### config.mk
export PLATFORM = sky130hd
export DESIGN_NAME = ov_cam_init
export DESIGN_NICKNAME = d
export VERILOG_FILES = /design/src/rtl/ov_cam_init.sv
export SDC_FILE = /design/constraint.sdc
export NUM_CORES = 1
export LEC_CHECK = 0
export CORE_ASPECT_RATIO = 1.5
export CORE_MARGIN = 5
export CORE_UTILIZATION = 30
export DETAILED_ROUTE_END_ITERATION = 12
export PLACE_DENSITY_LB_ADDON = 0.15
export SYNTH_ARGS = -nofsm -noshare
export SYNTH_HDL_FRONTEND = slang
export SYNTH_SLANG_ARGS = --single-unit
### constraint.sdc
create_clock -name clk -period 3.1 [get_ports clk]
set_clock_uncertainty 0.1 [all_clocks]
set_input_delay 0.31 -clock clk [delete_from_list [all_inputs] [get_ports clk]]
set_output_delay 0.31 -clock clk [all_outputs]
set_load 0.01 [all_outputs]
### src/rtl/ov_cam_init.sv
// ov_cam_init: walks a {subaddr, data} register table after reset and issues
// one SCCB write per entry, with inline delay entries and an end marker.
// Optional feature macro: OV_INIT_READBACK_EN (read back and verify each write).
module ov_cam_init #(
    parameter logic [7:0]  DEV_ADDR     = 8'h42,
    parameter int unsigned PWRUP_CYCLES = 1_000_000,
    parameter int unsigned DELAY_UNIT   = 50_000,
    parameter int unsigned IDX_W        = 8
) (
    input  logic             clk,
    input  logic             reset,
    input  logic             start,
    output logic [IDX_W-1:0] tbl_idx,
    input  logic [15:0]      tbl_entry,
    output logic [7:0]       addr,
    output logic [7:0]       subaddr,
    output logic [7:0]       w_data,
    output logic             tr_start,
    input  logic             tr_end,
    input  logic [7:0]       r_data,
    output logic             busy,
    output logic             done,
    output logic [7:0]       err_cnt
);

    localparam int unsigned CNT_W   = 32;
    localparam int unsigned TO_W    = 2;
    localparam int unsigned RETRY_W = 2;
    localparam logic [TO_W-1:0]    ACK_TO_LAST = 2'd3;
    localparam logic [RETRY_W-1:0] MAX_RETRY   = 2'd3;
    localparam logic [7:0]         DELAY_SUB   = 8'hF0;
    localparam logic [15:0]        END_MARK    = 16'hFFFF;

    typedef enum logic [3:0] {
        S_PWRUP,
        S_FETCH,
        S_START,
        S_BUSY,
        S_WAIT,
        S_DELAY,
        S_DONE
`ifdef OV_INIT_READBACK_EN
        , S_RB_START,
        S_RB_BUSY,
        S_RB_WAIT
`endif
    } state_e;

    state_e             state_q, state_d;
    logic [IDX_W-1:0]   tbl_idx_q, tbl_idx_d;
    logic [7:0]         addr_q, addr_d;
    logic [7:0]         subaddr_q, subaddr_d;
    logic [7:0]         w_data_q, w_data_d;
    logic               tr_start_q, tr_start_d;
    logic               busy_q, busy_d;
    logic               done_q, done_d;
    logic [CNT_W-1:0]   cnt_q, cnt_d;
    logic [TO_W-1:0]    to_q, to_d;
    logic [RETRY_W-1:0] retry_q, retry_d;
    logic               advance;
`ifdef OV_INIT_READBACK_EN
    logic [7:0]         err_cnt_q, err_cnt_d;
`endif

    // State and datapath registers; reset aborts any transaction in flight.
    always_ff @(posedge clk or negedge reset) begin
        if (!reset) begin
            state_q    <= S_PWRUP;
            tbl_idx_q  <= '0;
            addr_q     <= DEV_ADDR;
            subaddr_q  <= '0;
            w_data_q   <= '0;
            tr_start_q <= 1'b0;
            busy_q     <= 1'b1;
            done_q     <= 1'b0;
            cnt_q      <= '0;
            to_q       <= '0;
            retry_q    <= '0;
        end else begin
            state_q    <= state_d;
            tbl_idx_q  <= tbl_idx_d;
            addr_q     <= addr_d;
            subaddr_q  <= subaddr_d;
            w_data_q   <= w_data_d;
            tr_start_q <= tr_start_d;
            busy_q     <= busy_d;
            done_q     <= done_d;
            cnt_q      <= cnt_d;
            to_q       <= to_d;
            retry_q    <= retry_d;
        end
    end

`ifdef OV_INIT_READBACK_EN
    // Saturating readback mismatch counter.
    always_ff @(posedge clk or negedge reset) begin
        if (!reset) begin
            err_cnt_q <= '0;
        end else begin
            err_cnt_q <= err_cnt_d;
        end
    end
`endif

    // Next-state and output logic; 'advance' moves to the next entry or ends on wrap.
    always_comb begin
        state_d    = state_q;
        tbl_idx_d  = tbl_idx_q;
        addr_d     = addr_q;
        subaddr_d  = subaddr_q;
        w_data_d   = w_data_q;
        tr_start_d = 1'b0;
        busy_d     = busy_q;
        done_d     = done_q;
        cnt_d      = cnt_q;
        to_d       = to_q;
        retry_d    = retry_q;
        advance    = 1'b0;
`ifdef OV_INIT_READBACK_EN
        err_cnt_d  = err_cnt_q;
`endif
        unique case (state_q)
            S_PWRUP: begin
                if (cnt_q + CNT_W'(1) >= CNT_W'(PWRUP_CYCLES)) begin
                    cnt_d   = '0;
                    state_d = S_FETCH;
                end else begin
                    cnt_d = cnt_q + CNT_W'(1);
                end
            end
            S_FETCH: begin
                retry_d = '0;
                if (tbl_entry == END_MARK) begin
                    state_d = S_DONE;
                    busy_d  = 1'b0;
                    done_d  = 1'b1;
                end else if (tbl_entry[15:8] == DELAY_SUB) begin
                    cnt_d   = CNT_W'(tbl_entry[7:0]) * CNT_W'(DELAY_UNIT);
                    state_d = S_DELAY;
                end else begin
                    subaddr_d = tbl_entry[15:8];
                    w_data_d  = tbl_entry[7:0];
                    state_d   = S_START;
                end
            end
            S_START: begin
                addr_d = DEV_ADDR;
                if (tr_end) begin
                    tr_start_d = 1'b1;
                    to_d       = '0;
                    state_d    = S_BUSY;
                end
            end
            S_BUSY: begin
                if (!tr_end) begin
                    state_d = S_WAIT;
                end else if (to_q == ACK_TO_LAST) begin
                    if (retry_q == MAX_RETRY) begin
                        advance = 1'b1;
                    end else begin
                        retry_d = retry_q + RETRY_W'(1);
                        state_d = S_START;
                    end
                end else begin
                    to_d = to_q + TO_W'(1);
                end
            end
            S_WAIT: begin
                if (tr_end) begin
`ifdef OV_INIT_READBACK_EN
                    retry_d = '0;
                    addr_d  = DEV_ADDR | 8'h01;
                    state_d = S_RB_START;
`else
                    advance = 1'b1;
`endif
                end
            end
            S_DELAY: begin
                if (cnt_q == '0) begin
                    advance = 1'b1;
                end else begin
                    cnt_d = cnt_q - CNT_W'(1);
                end
            end
            S_DONE: begin
                if (start) begin
                    tbl_idx_d = '0;
                    busy_d    = 1'b1;
                    done_d    = 1'b0;
                    state_d   = S_FETCH;
                end
            end
`ifdef OV_INIT_READBACK_EN
            S_RB_START: begin
                if (tr_end) begin
                    tr_start_d = 1'b1;
                    to_d       = '0;
                    state_d    = S_RB_BUSY;
                end
            end
            S_RB_BUSY: begin
                if (!tr_end) begin
                    state_d = S_RB_WAIT;
                end else if (to_q == ACK_TO_LAST) begin
                    if (retry_q == MAX_RETRY) begin
                        addr_d  = DEV_ADDR;
                        advance = 1'b1;
                    end else begin
                        retry_d = retry_q + RETRY_W'(1);
                        state_d = S_RB_START;
                    end
                end else begin
                    to_d = to_q + TO_W'(1);
                end
            end
            S_RB_WAIT: begin
                if (tr_end) begin
                    if ((r_data != w_data_q) && (err_cnt_q != 8'hFF)) begin
                        err_cnt_d = err_cnt_q + 8'd1;
                    end
                    addr_d  = DEV_ADDR;
                    advance = 1'b1;
                end
            end
`endif
            default: state_d = S_PWRUP;
        endcase
        if (advance) begin
            if (tbl_idx_q == '1) begin
                state_d = S_DONE;
                busy_d  = 1'b0;
                done_d  = 1'b1;
            end else begin
                tbl_idx_d = tbl_idx_q + IDX_W'(1);
                state_d   = S_FETCH;
            end
        end
    end

    assign tbl_idx  = tbl_idx_q;
    assign addr     = addr_q;
    assign subaddr  = subaddr_q;
    assign w_data   = w_data_q;
    assign tr_start = tr_start_q;
    assign busy     = busy_q;
    assign done     = done_q;

`ifdef OV_INIT_READBACK_EN
    assign err_cnt = err_cnt_q;
`else
    // Read data is only consumed by the readback path.
    logic unused_rdata;
    assign unused_rdata = ^r_data;
    assign err_cnt      = '0;
`endif

endmodule

==> reports/qor.yml, run 1 <==
outcome: "complete, but fails checks"
violations: "negative hold slack, negative setup slack"
wl_mm: 20.8
postSynthCellCount: 733
clkTransAtPathRegs_ns: 0.06
cts_tree: "yes"
synth_compound_area_frac: 0.205
critPathCapture: "cnt_q[16]"
r2r_cells: 11
die_w_um: 129
r2r-start: "cnt_q[0]"
power_mw: 7.38
p_leak_nw: 3.87
min_period_ns: 3.52
worst_hold_slack_ns: -0.0231
fill_cells: 2105
timing.rr.end: "cnt_q[14]"
slew_violations: 0
synth_adder_area_share: 0.154
first_pass_iters: 4
critPathKind: "input pin to flip-flop"
synth_cell_types: 74
htreeDepth: 3
hold_class: "input pin to asynchronous set/reset pin"
finalWorstSetupSlack_ns: -0.418
final_common_cell: "buf_4"
clockBufferDepth: 2
fin_cells: 1174
dp_hpwl_mm: 15.8
fin_util: 0.424
cp.arrival_ns: 3.65
startpoint_type: "input pin"
ioPinCount: 71
slew-limit-headroom: 0.362
placed_cells: 1145
dieArea_um2: 24300
gp_congestion: 0.892
wl_per_cell_um: 17.7
grt_max_degree: 67
clock_sinks: 66
synthMuxAreaShare: 0.0433
tightest_slew_ns: 0.956
synth_xor_area_frac: 0.0482
drt-initial-drc-count: 337
multi_input_area_um2: 4810
clk_latency_ns: 0.35
reg2reg_slack_ns: 0.02
cts_made_buffers: 9
drive_above_1_share: 0.317
ff_latch_area_um2: 1650
vias: 6236
power_density_nw_per_um2: 829
syn_area_um2: 6360
fin_nets: 1000
layout_common_cells: "145 x buf_4, 66 x nand2_1, 64 x dfrtp_1, 51 x o21ai_0, 44 x nor2_1"
path_max_fanout: 5
grt_pass1_wl_mm: 33.4
ctsHoldBuffers: 0
finalHoldViolCount: 13
synthFlopType: "dfrtp_1"
placed_area_um2: 8140
required_ns: 3.23
area_growth_syn_to_layout_pct: 39.9
startpoint: "tbl_entry[4]"
fmax_ghz: 0.284
ant_nets: 0
place_ws_ns: -1.33
root_buffer: "clkbuf_16"
row_count: 65
end_kind: "flip-flop"
rsz0062_at_grt: "yes"
min_period_over_period: 1.13
dieHeight_um: 188
ys_seq_area_frac: 0.260
viasPerCell: 5.31
grt_usage: 0.172
synthArstFlopShare: 1.00
n_antenna_cell: 0
core_area_um2: 21000
peakVddDrop_v: 0.000372
synth_edf_count: 0
grt_pass1_vias: 6446
post-route-drc-count: 0
setup_viol: 11
antenna_found_initial: 0
setup_tns_ns: -3.29
synthesis.yosys.warnings: 0
grt_overflow: 0
final_cell_area_um2: 8900
yosys_register_bits: 66
synth_simple_gate_area_frac: 0.217
drv_cap: 0
io_buffer_count: 46
start_util: 0.303
synth_top_family_by_area: "simple AND/OR/NAND/NOR gates"
syn_area_per_cell_um2: 8.67
==> layout make-up <==
| class | count | share of cell area |
|---|---|---|
| Sequential cell | 66 | 0.186 |
| Tap cell | 268 | 0.0377 |
| Inverter | 30 | 0.0127 |
| Clock buffer | 11 | 0.0262 |
| Multi-Input combinational cell | 595 | 0.541 |
| Timing Repair Buffer | 199 | 0.188 |
| Clock inverter | 5 | 0.00886 |
==> critical path, cell delays in order <==
cell and delay (ns):
buf_8 0.11, ha_4 0.26, inv_2 0.04, fa_1 0.48, inv_1 0.05, fa_2 0.54, ha_4 0.20, ha_4 0.23
a21o_1 0.19, a21oi_2 0.14, o21ai_2 0.10, buf_4 0.15, a21o_1 0.15, a21oi_2 0.14, xor2_1 0.16, o21ai_1 0.08
a221o_1 0.32
==> cell usage after synthesis (all sizes together), types with 8 or more instances <==
| cell | count | area [um2] |
|---|---|---|
| a21o | 9 | 67.6 |
| a21oi | 28 | 144 |
| a22o | 20 | 175 |
| a31oi | 15 | 109 |
| and3 | 14 | 87.6 |
| buf | 36 | 260 |
| clkbuf | 21 | 83.8 |
| dfrtp | 65 | 1630 |
| fa | 12 | 240 |
| ha | 59 | 738 |
| inv | 30 | 113 |
| mux2 | 20 | 225 |
| nand2 | 68 | 263 |
| nand2b | 8 | 50.1 |
| nand3 | 28 | 145 |
| nand4 | 17 | 113 |
| nor2 | 44 | 165 |
| nor3 | 23 | 120 |
| nor4 | 13 | 115 |
| o21ai | 59 | 295 |
| or3 | 10 | 67.6 |
| xnor2 | 18 | 158 |
| xor2 | 17 | 149 |
==> metal layers <==
layer,vias to the layer above,track usage,share of wire
met5,-,0,0
met4,0,0.0711,0.034
met3,42,0.0244,0.028
met2,132,0.315,0.54
met1,3044,0.196,0.40
li1,3018,-,-
==> worst min path at each step <==
stage / start / endpoint / slack (ns)
after detailed placement: done / done / 0.38
after global placement: done / done / 0.36
after CTS: reset / cnt_q[10] / 0.06
after global routing: reset / cnt_q[10] / 0.09
after floorplan: reset / cnt_q[0] / -0.09
final: reset / cnt_q[9] / -0.02
==> repair_timing <==
| action | in CTS | in global routing |
|---|---|---|
| endpoints found under the setup margin | 23 | 30 |
| setup buffers | 10 | 2 |
| resized for setup | 78 | 28 |
| gates cloned | 0 | 1 |
| pin swaps | 38 | 33 |
==> power by group <==
| group | total (mW) | leakage [nW] | internal [mW] | switching, mW |
|---|---|---|---|---|
| clock network | 1.12 | 0.153 | 0.704 | 0.418 |
| logic | 4.81 | 2.88 | 2.29 | 2.52 |
| registers | 1.44 | 0.843 | 1.18 | 0.269 |
==> kinds of logic after synthesis <==
family          Yosys count
buf+inv                  87
mux                      25
fa+ha+maj                71
other cells               2
flops                    66
xor+xnor                 35
compound gates          189
simple gates            258
==> state kept, by name, summed over array words and instances (netlist names) <==
name	flops
cnt_q	32
subaddr	8
tbl_idx	8
w_data	8
state_q	3
retry_q	2
to_q	2
busy	1
done	1
tr_start	1
Note: power is estimated with default switching activity, not from simulation.
==> run 2: changes to the inputs <==
--- a/config.mk
+++ b/config.mk
@@ -6,7 +6,7 @@
 export NUM_CORES = 1
 export LEC_CHECK = 0
 export CORE_ASPECT_RATIO = 1.5
-export CORE_MARGIN = 5
+export CORE_MARGIN = 2
 export CORE_UTILIZATION = 30
 export DETAILED_ROUTE_END_ITERATION = 12
 export PLACE_DENSITY_LB_ADDON = 0.15
==> reports/qor.yml, run 2 (synthesized netlist as in run 1, its figures left out) <==
slowest_stage: "fa_2"  # unchanged
placed_cells: 1140  # was 1145
grt_pass1_wl_mm: 32.6  # was 33.4 mm
antenna_found_initial: 0  # unchanged
power_frac_comb: 0.658  # was 0.652
required_ns: 3.24  # was 3.23 ns
outcome: "complete, but fails checks"  # unchanged
vias: 6146  # was 6236
first_pass_iters: 4  # unchanged
fin_nets: 990  # was 1000
htreeDepth: 3  # unchanged
viasPerCell: 5.28  # was 5.31
wl_per_cell_um: 17.5  # was 17.7 um
grt_pass1_vias: 6266  # was 6446
clk_latency_ns: 0.35  # about the same
grt_max_degree: 67  # unchanged
worst_hold_slack_ns: -0.0167  # was -0.0231 ns
post-route-drc-count: 0  # unchanged
tightest_slew_ns: 0.957  # was 0.956 ns
row_count: 65  # unchanged
rsz0062_at_grt: "yes"  # unchanged
final_common_cell: "buf_4"  # unchanged
fin_cells: 1163  # was 1174
dieHeight_um: 182  # was 188 um
clockBufferDepth: 2  # unchanged
violations: "negative hold slack, negative setup slack"  # unchanged
startpoint_type: "input pin"  # unchanged
area_growth_syn_to_layout_pct: 37.2  # was 39.9%
path_cells: "buf_8 -> buf_6 -> ha_4 -> inv_2 -> ha_4 -> fa_1 -> fa_2 -> ha_4 -> a21o_1 -> a21oi_2 -> nor2b_2 -> a311oi_4 -> xor2_1 -> nor2_1 -> a21oi_1 -> o32ai_1 -> o2bb2ai_1"  # was buf_8 -> ha_4 -> inv_2 -> fa_1 -> inv_1 -> fa_2 -> ha_4 -> ha_4 -> a21o_1 -> a21oi_2 -> o21ai_2 -> buf_4 -> a21o_1 -> a21oi_2 -> xor2_1 -> o21ai_1 -> a221o_1
die_w_um: 123  # was 129 um
slew_violations: 0  # unchanged
peakVddDrop_v: 0.000424  # was 0.000372 V
hold_class: "input pin to asynchronous set/reset pin"  # unchanged
reg2reg_slack_ns: 0.13  # was 0.02 ns
seqPwrFrac: 0.205  # was 0.196
drt-initial-drc-count: 342  # was 337
path_buf_inv: 3  # was 4
fill_cells: 2081  # was 2105
cts_made_buffers: 9  # unchanged
min_period_over_period: 1.12  # was 1.13
p_leak_nw: 3.81  # was 3.87 nW
end_kind: "flip-flop"  # unchanged
root_buffer: "clkbuf_16"  # unchanged
ioPinCount: 71  # unchanged
ff_latch_area_um2: 1650  # about the same
r2r_cells: 11  # unchanged
dp_hpwl_mm: 15.7  # was 15.8 mm
cp.arrival_ns: 3.62  # was 3.65 ns
gp_congestion: 0.882  # was 0.892
switchingPower_mw: 3.10  # was 3.21 mW
layout_common_cells: "139 x buf_4, 65 x nand2_1, 65 x dfrtp_1, 52 x o21ai_0, 44 x nor2_1"  # was 145 x buf_4, 66 x nand2_1, 64 x dfrtp_1, 51 x o21ai_0, 44 x nor2_1
crit_family: "adder cells"  # unchanged
critPathKind: "input pin to flip-flop"  # unchanged
io_buffer_count: 46  # unchanged
start_util: 0.304  # was 0.303
n_antenna_cell: 0  # unchanged
pwr-share-clk: 0.138  # was 0.152
multi_input_area_um2: 4770  # was 4810 um2
finalWorstSetupSlack_ns: -0.379  # was -0.418 ns
power_density_nw_per_um2: 807  # was 829 nW/um2
intPower_mw: 3.94  # was 4.17 mW
largest_register_ffs: 32  # unchanged
fin_util: 0.417  # was 0.424
grt_usage: 0.187  # was 0.172
core_area_um2: 20900  # was 21000 um2
slowest_delay_ns: 0.62  # was 0.54 ns
timing.rr.end: "cnt_q[14]"  # unchanged
setup_viol: 11  # unchanged
drv_cap: 0  # unchanged
dieArea_um2: 22400  # was 24300 um2
clock_sinks: 66  # unchanged
slew-limit-headroom: 0.362  # about the same
clkTransAtPathRegs_ns: 0.06  # about the same
ant_nets: 0  # unchanged
switching_share: 0.441  # was 0.435
largest-register: "cnt_q"  # unchanged
grt_overflow: 0  # unchanged
wl_mm: 20.4  # was 20.8 mm
finalHoldViolCount: 8  # was 13
place_ws_ns: -1.32  # was -1.33 ns
fmax_ghz: 0.287  # was 0.284 GHz
path_max_fanout: 3  # was 5
r2r-start: "cnt_q[0]"  # unchanged
min_period_ns: 3.48  # was 3.52 ns
cts_tree: "yes"  # unchanged
drive_above_1_share: 0.307  # was 0.317
crit_top_cell: "ha_4"  # unchanged
run 2: changes by cell type in the layout (fill, tap and decap cells not counted), moves of 2 or more:
cell and change:
dlygate4sd2_1 -2, buf_4 -6, clkbuf_1 -2, ha_1 +2, ha_4 -2, bufinv_16 -2
clkdlybuf4s15_2 +2
run 2: layer usage:
layer  global-route usage  vias to the layer above  share of wire
li1                     -                     2983              -
met1                0.213                     2984           0.38
met2                0.337                      135           0.54
met3               0.0300                       44          0.043
met4               0.0800                        0          0.032
met5                    0                        -              0
run 2: layout make-up:
class | count | area share
well taps | 268 | 0.0384
clock inverters | 5 | 0.00359
multi-input cells | 594 | 0.547
inverters | 30 | 0.0129
clock buffers | 10 | 0.0274
flip-flops and latches | 66 | 0.189
repair buffers | 190 | 0.182
run 2: worst max path at each step:
stage	start	endpoint	depth (start not counted)
2_1_floorplan	tbl_entry[4]	cnt_q[23]	16
3_3_place_gp	tbl_entry[4]	cnt_q[23]	16
3_5_place_dp	tbl_entry[4]	cnt_q[22]	17
4_1_cts	tbl_entry[7]	cnt_q[22]	17
5_1_grt	tbl_entry[7]	cnt_q[21]	17
6_report	tbl_entry[7]	cnt_q[19]	17
run 2: power groups by stage:
stage	Sequential [mW]	Combinational (mW)	Clock, mW
6_report	1.44	4.63	0.969
5_1_grt	1.49	5.05	1.04
4_1_cts	1.44	4.53	1.00
3_5_place_dp	1.45	4.38	0
3_3_place_gp	1.43	4.32	0
2_1_floorplan	1.45	2.68	0
run 2: timing repair:
| action | in CTS | in global routing |
|---|---|---|
| buffers inserted | 6 | 3 |
| setup endpoints to repair | 19 | 24 |
| hold buffers | 0 | 0 |
| pin swaps | 43 | 35 |
| cloned | 0 | 0 |
| gates resized for setup | 70 | 26 |
run 2: stage by stage:
stage	hold WS [ns]	cell area [um2]	power, mW	TNS [ns]
6_report	-0.0167	8720	7.04	-3.18
3_3_place_gp	0.361	8100	5.75	-15.27
3_5_place_dp	0.390	8100	5.83	-16.39
5_1_grt	0.0843	8720	7.58	-4.57
2_1_floorplan	-0.0856	6600	4.14	-3.40
4_1_cts	0.0476	8570	6.97	-3.37
==> run 3: changes to the inputs <==
==> constraint.sdc (replaced) <==
create_clock -name clk -period 4.1 [get_ports clk]
set_clock_uncertainty 0.1 [all_clocks]
set_input_delay 0.41 -clock clk [delete_from_list [all_inputs] [get_ports clk]]
set_output_delay 0.41 -clock clk [all_outputs]
set_load 0.01 [all_outputs]
==> reports/qor.yml, run 3 (synthesized netlist as in run 1, its figures left out) <==
cts_made_buffers: 9  # unchanged
path_cells: "clkdlybuf4s15_1 -> ha_4 -> inv_1 -> fa_1 -> inv_1 -> fa_1 -> ha_4 -> ha_4 -> and3_4 -> a21oi_4 -> a31oi_4 -> a311oi_1 -> buf_4 -> nor2b_2 -> nand3_1 -> a31oi_2 -> o21ai_1 -> a22o_1"  # was buf_8 -> buf_6 -> ha_4 -> inv_2 -> ha_4 -> fa_1 -> fa_2 -> ha_4 -> a21o_1 -> a21oi_2 -> nor2b_2 -> a311oi_4 -> xor2_1 -> nor2_1 -> a21oi_1 -> o32ai_1 -> o2bb2ai_1
grt_util_met2: 0.324  # was 0.337
cts_tree: "yes"  # unchanged
wl_per_cell_um: 17.8  # was 17.5 um
startpoint_type: "input pin"  # unchanged
clk_latency_ns: 0.34  # was 0.35 ns
grt_busiest_layer: "met2"  # unchanged
grt_pass1_vias: 5914  # was 6266
min_period_ns: 3.96
fmax_ghz: 0.253
setup_viol: 0  # was 11
slew-limit-headroom: 0.374  # was 0.362
n_antenna_cell: 0  # unchanged
area_growth_syn_to_layout_pct: 23.2  # was 37.2%
ioPinCount: 71  # unchanged
fin_util: 0.375  # was 0.417
gp_congestion: 0.852  # was 0.882
drt-initial-drc-count: 345  # was 342
root_buffer: "clkbuf_16"  # unchanged
dieHeight_um: 182  # unchanged
viasPerCell: 5.38  # was 5.28
final_cell_area_um2: 7840  # was 8720 um2
slowest_stage: "fa_1"  # was fa_2
dp_hpwl_mm: 14.4  # was 15.7 mm
dieArea_um2: 22400  # unchanged
first_pass_iters: 5  # was 4
power_density_nw_per_um2: 616  # was 807 nW/um2
cp.arrival_ns: 4.09  # was 3.62 ns
grtUsageMet1: 0.199  # was 0.213
row_count: 65  # unchanged
fill_cells: 2147  # was 2081
grt_max_degree: 67  # unchanged
outcome: "completed"  # was complete, but fails checks
drive_above_1_share: 0.184  # was 0.307
clkTransAtPathRegs_ns: 0.06  # about the same
grt_use_met3: 0.0216  # was 0.0300
post-route-drc-count: 0  # unchanged
clockBufferDepth: 2  # unchanged
fin_nets: 902  # was 990
grt_pass1_wl_mm: 30.9  # was 32.6 mm
p_leak_nw: 3.34  # was 3.81 nW
slowest_delay_ns: 0.53  # was 0.62 ns
die_w_um: 123  # unchanged
largest_register_ffs: 32  # unchanged
finalHoldViolCount: 0  # was 8
vias: 5792  # was 6146
wl_mm: 19.2  # was 20.4 mm
slew_violations: 0  # unchanged
ant_nets: 0  # unchanged
placed_area_um2: 7270  # was 8100 um2
io_buffer_count: 46  # unchanged
end_kind: "flip-flop"  # unchanged
antenna_found_initial: 0  # unchanged
critPathKind: "input pin to flip-flop"  # unchanged
min_period_over_period: 0.965
core_area_um2: 20900  # unchanged
crit_top_cell: "ha_4"  # unchanged
start_util: 0.304  # unchanged
required_ns: 4.23  # was 3.24 ns
path_max_fanout: 5  # was 3
tightest_slew_ns: 0.939  # was 0.957 ns
drv_cap: 0  # unchanged
htreeDepth: 3  # unchanged
peakVddDrop_v: 0.000277  # was 0.000424 V
largest-register: "cnt_q"  # unchanged
hold_class: "input pin to asynchronous set/reset pin"  # unchanged
grt_overflow: 0  # unchanged
final_common_cell: "nand2_1"  # was buf_4
grt_usage: 0.177  # was 0.187
clock_sinks: 66  # unchanged
layout_common_cells: "67 x nand2_1, 65 x dfrtp_1, 56 x o21ai_0, 56 x buf_4, 45 x ha_1"  # was 139 x buf_4, 65 x nand2_1, 65 x dfrtp_1, 52 x o21ai_0, 44 x nor2_1
==> run 3: cell types whose count changed in the layout (fill, tap and decap cells not counted), sizes merged <==
cell           change
buf               -94
clkdlybuf4s50      +1
clkbuf             +1
dlygate4sd2        +2
inv                +1
clkinvlp           +1
clkinv             -2
dlymetal6s2s       +4
clkdlybuf4s15      -1
==> run 3: area by class of cell <==
| class | count | area (um2) | share of cell area |
|---|---|---|---|
| Clock buffer | 11 | 253 | 0.0323 |
| Clock inverter | 5 | 37.5 | 0.00479 |
| Inverter | 30 | 113 | 0.0144 |
| Multi-Input combinational cell | 594 | 4560 | 0.581 |
| Sequential cell | 66 | 1650 | 0.211 |
| Tap cell | 268 | 335 | 0.0428 |
| Timing Repair Buffer | 102 | 890 | 0.114 |
==> run 3: path summary, 6_finish.rpt <==
kind,startpoint,end,slack (ns),cells past startpoint
max,tbl_entry[4],cnt_q[23],0.14,18
min,reset,cnt_q[10],0.10,1
max reg2reg,cnt_q[10],cnt_q[15],0.57,9
min reg2reg,done,done,0.38,1
max in group asynchronous,reset,tbl_idx[0],3.18,1
min in group clk,done,done,0.38,1
==> run 3: worst max-delay path, delay by kind of cell <==
family / cells / cell delay, ns
adders and majority gates: 5 / 1.88
AOI/OAI and AO/OA: 6 / 0.84
buffers and inverters: 4 / 0.53
and+or+nand+nor: 3 / 0.42
==> run 3: layer usage <==
metal,up-vias,part of all wire
met4,0,0.030
li1,2807,-
met1,2841,0.39
met2,117,0.55
met5,-,0
met3,27,0.029
==> run 3: power breakdown <==
part	internal [mW]	switching, mW	total, mW
Clock	0.445	0.332	0.777
Sequential	0.885	0.354	1.24
Combinational	1.28	1.53	2.81
Total	2.61	2.22	4.82
==> run 3: timing repair <==
action | CTS | global route
resized for setup | 20 | 27
pin swaps | 12 | 20
hold buffers | 0 | 0
setup buffers | 0 | 1
endpoints found under the setup margin | 10 | 9
cloned | 0 | 0
==> run 3: through the flow <==
stage / hold WS [ns] / worst slack (ns) / TNS, ns / total power [mW] / instances
finish: 0.102 / 0.143 / 0 / 4.82 / 1076
CTS: 0.157 / 0.00120 / 0 / 4.78 / 1075
global placement: 0.363 / -0.589 / -5.25 / 3.84 / 1059
detailed placement: 0.365 / -0.663 / -5.95 / 3.88 / 1059
floorplan: 0.0144 / 0.0738 / 0 / 3.02 / 747
global route: 0.199 / -0.0280 / -0.0280 / 5.19 / 1076
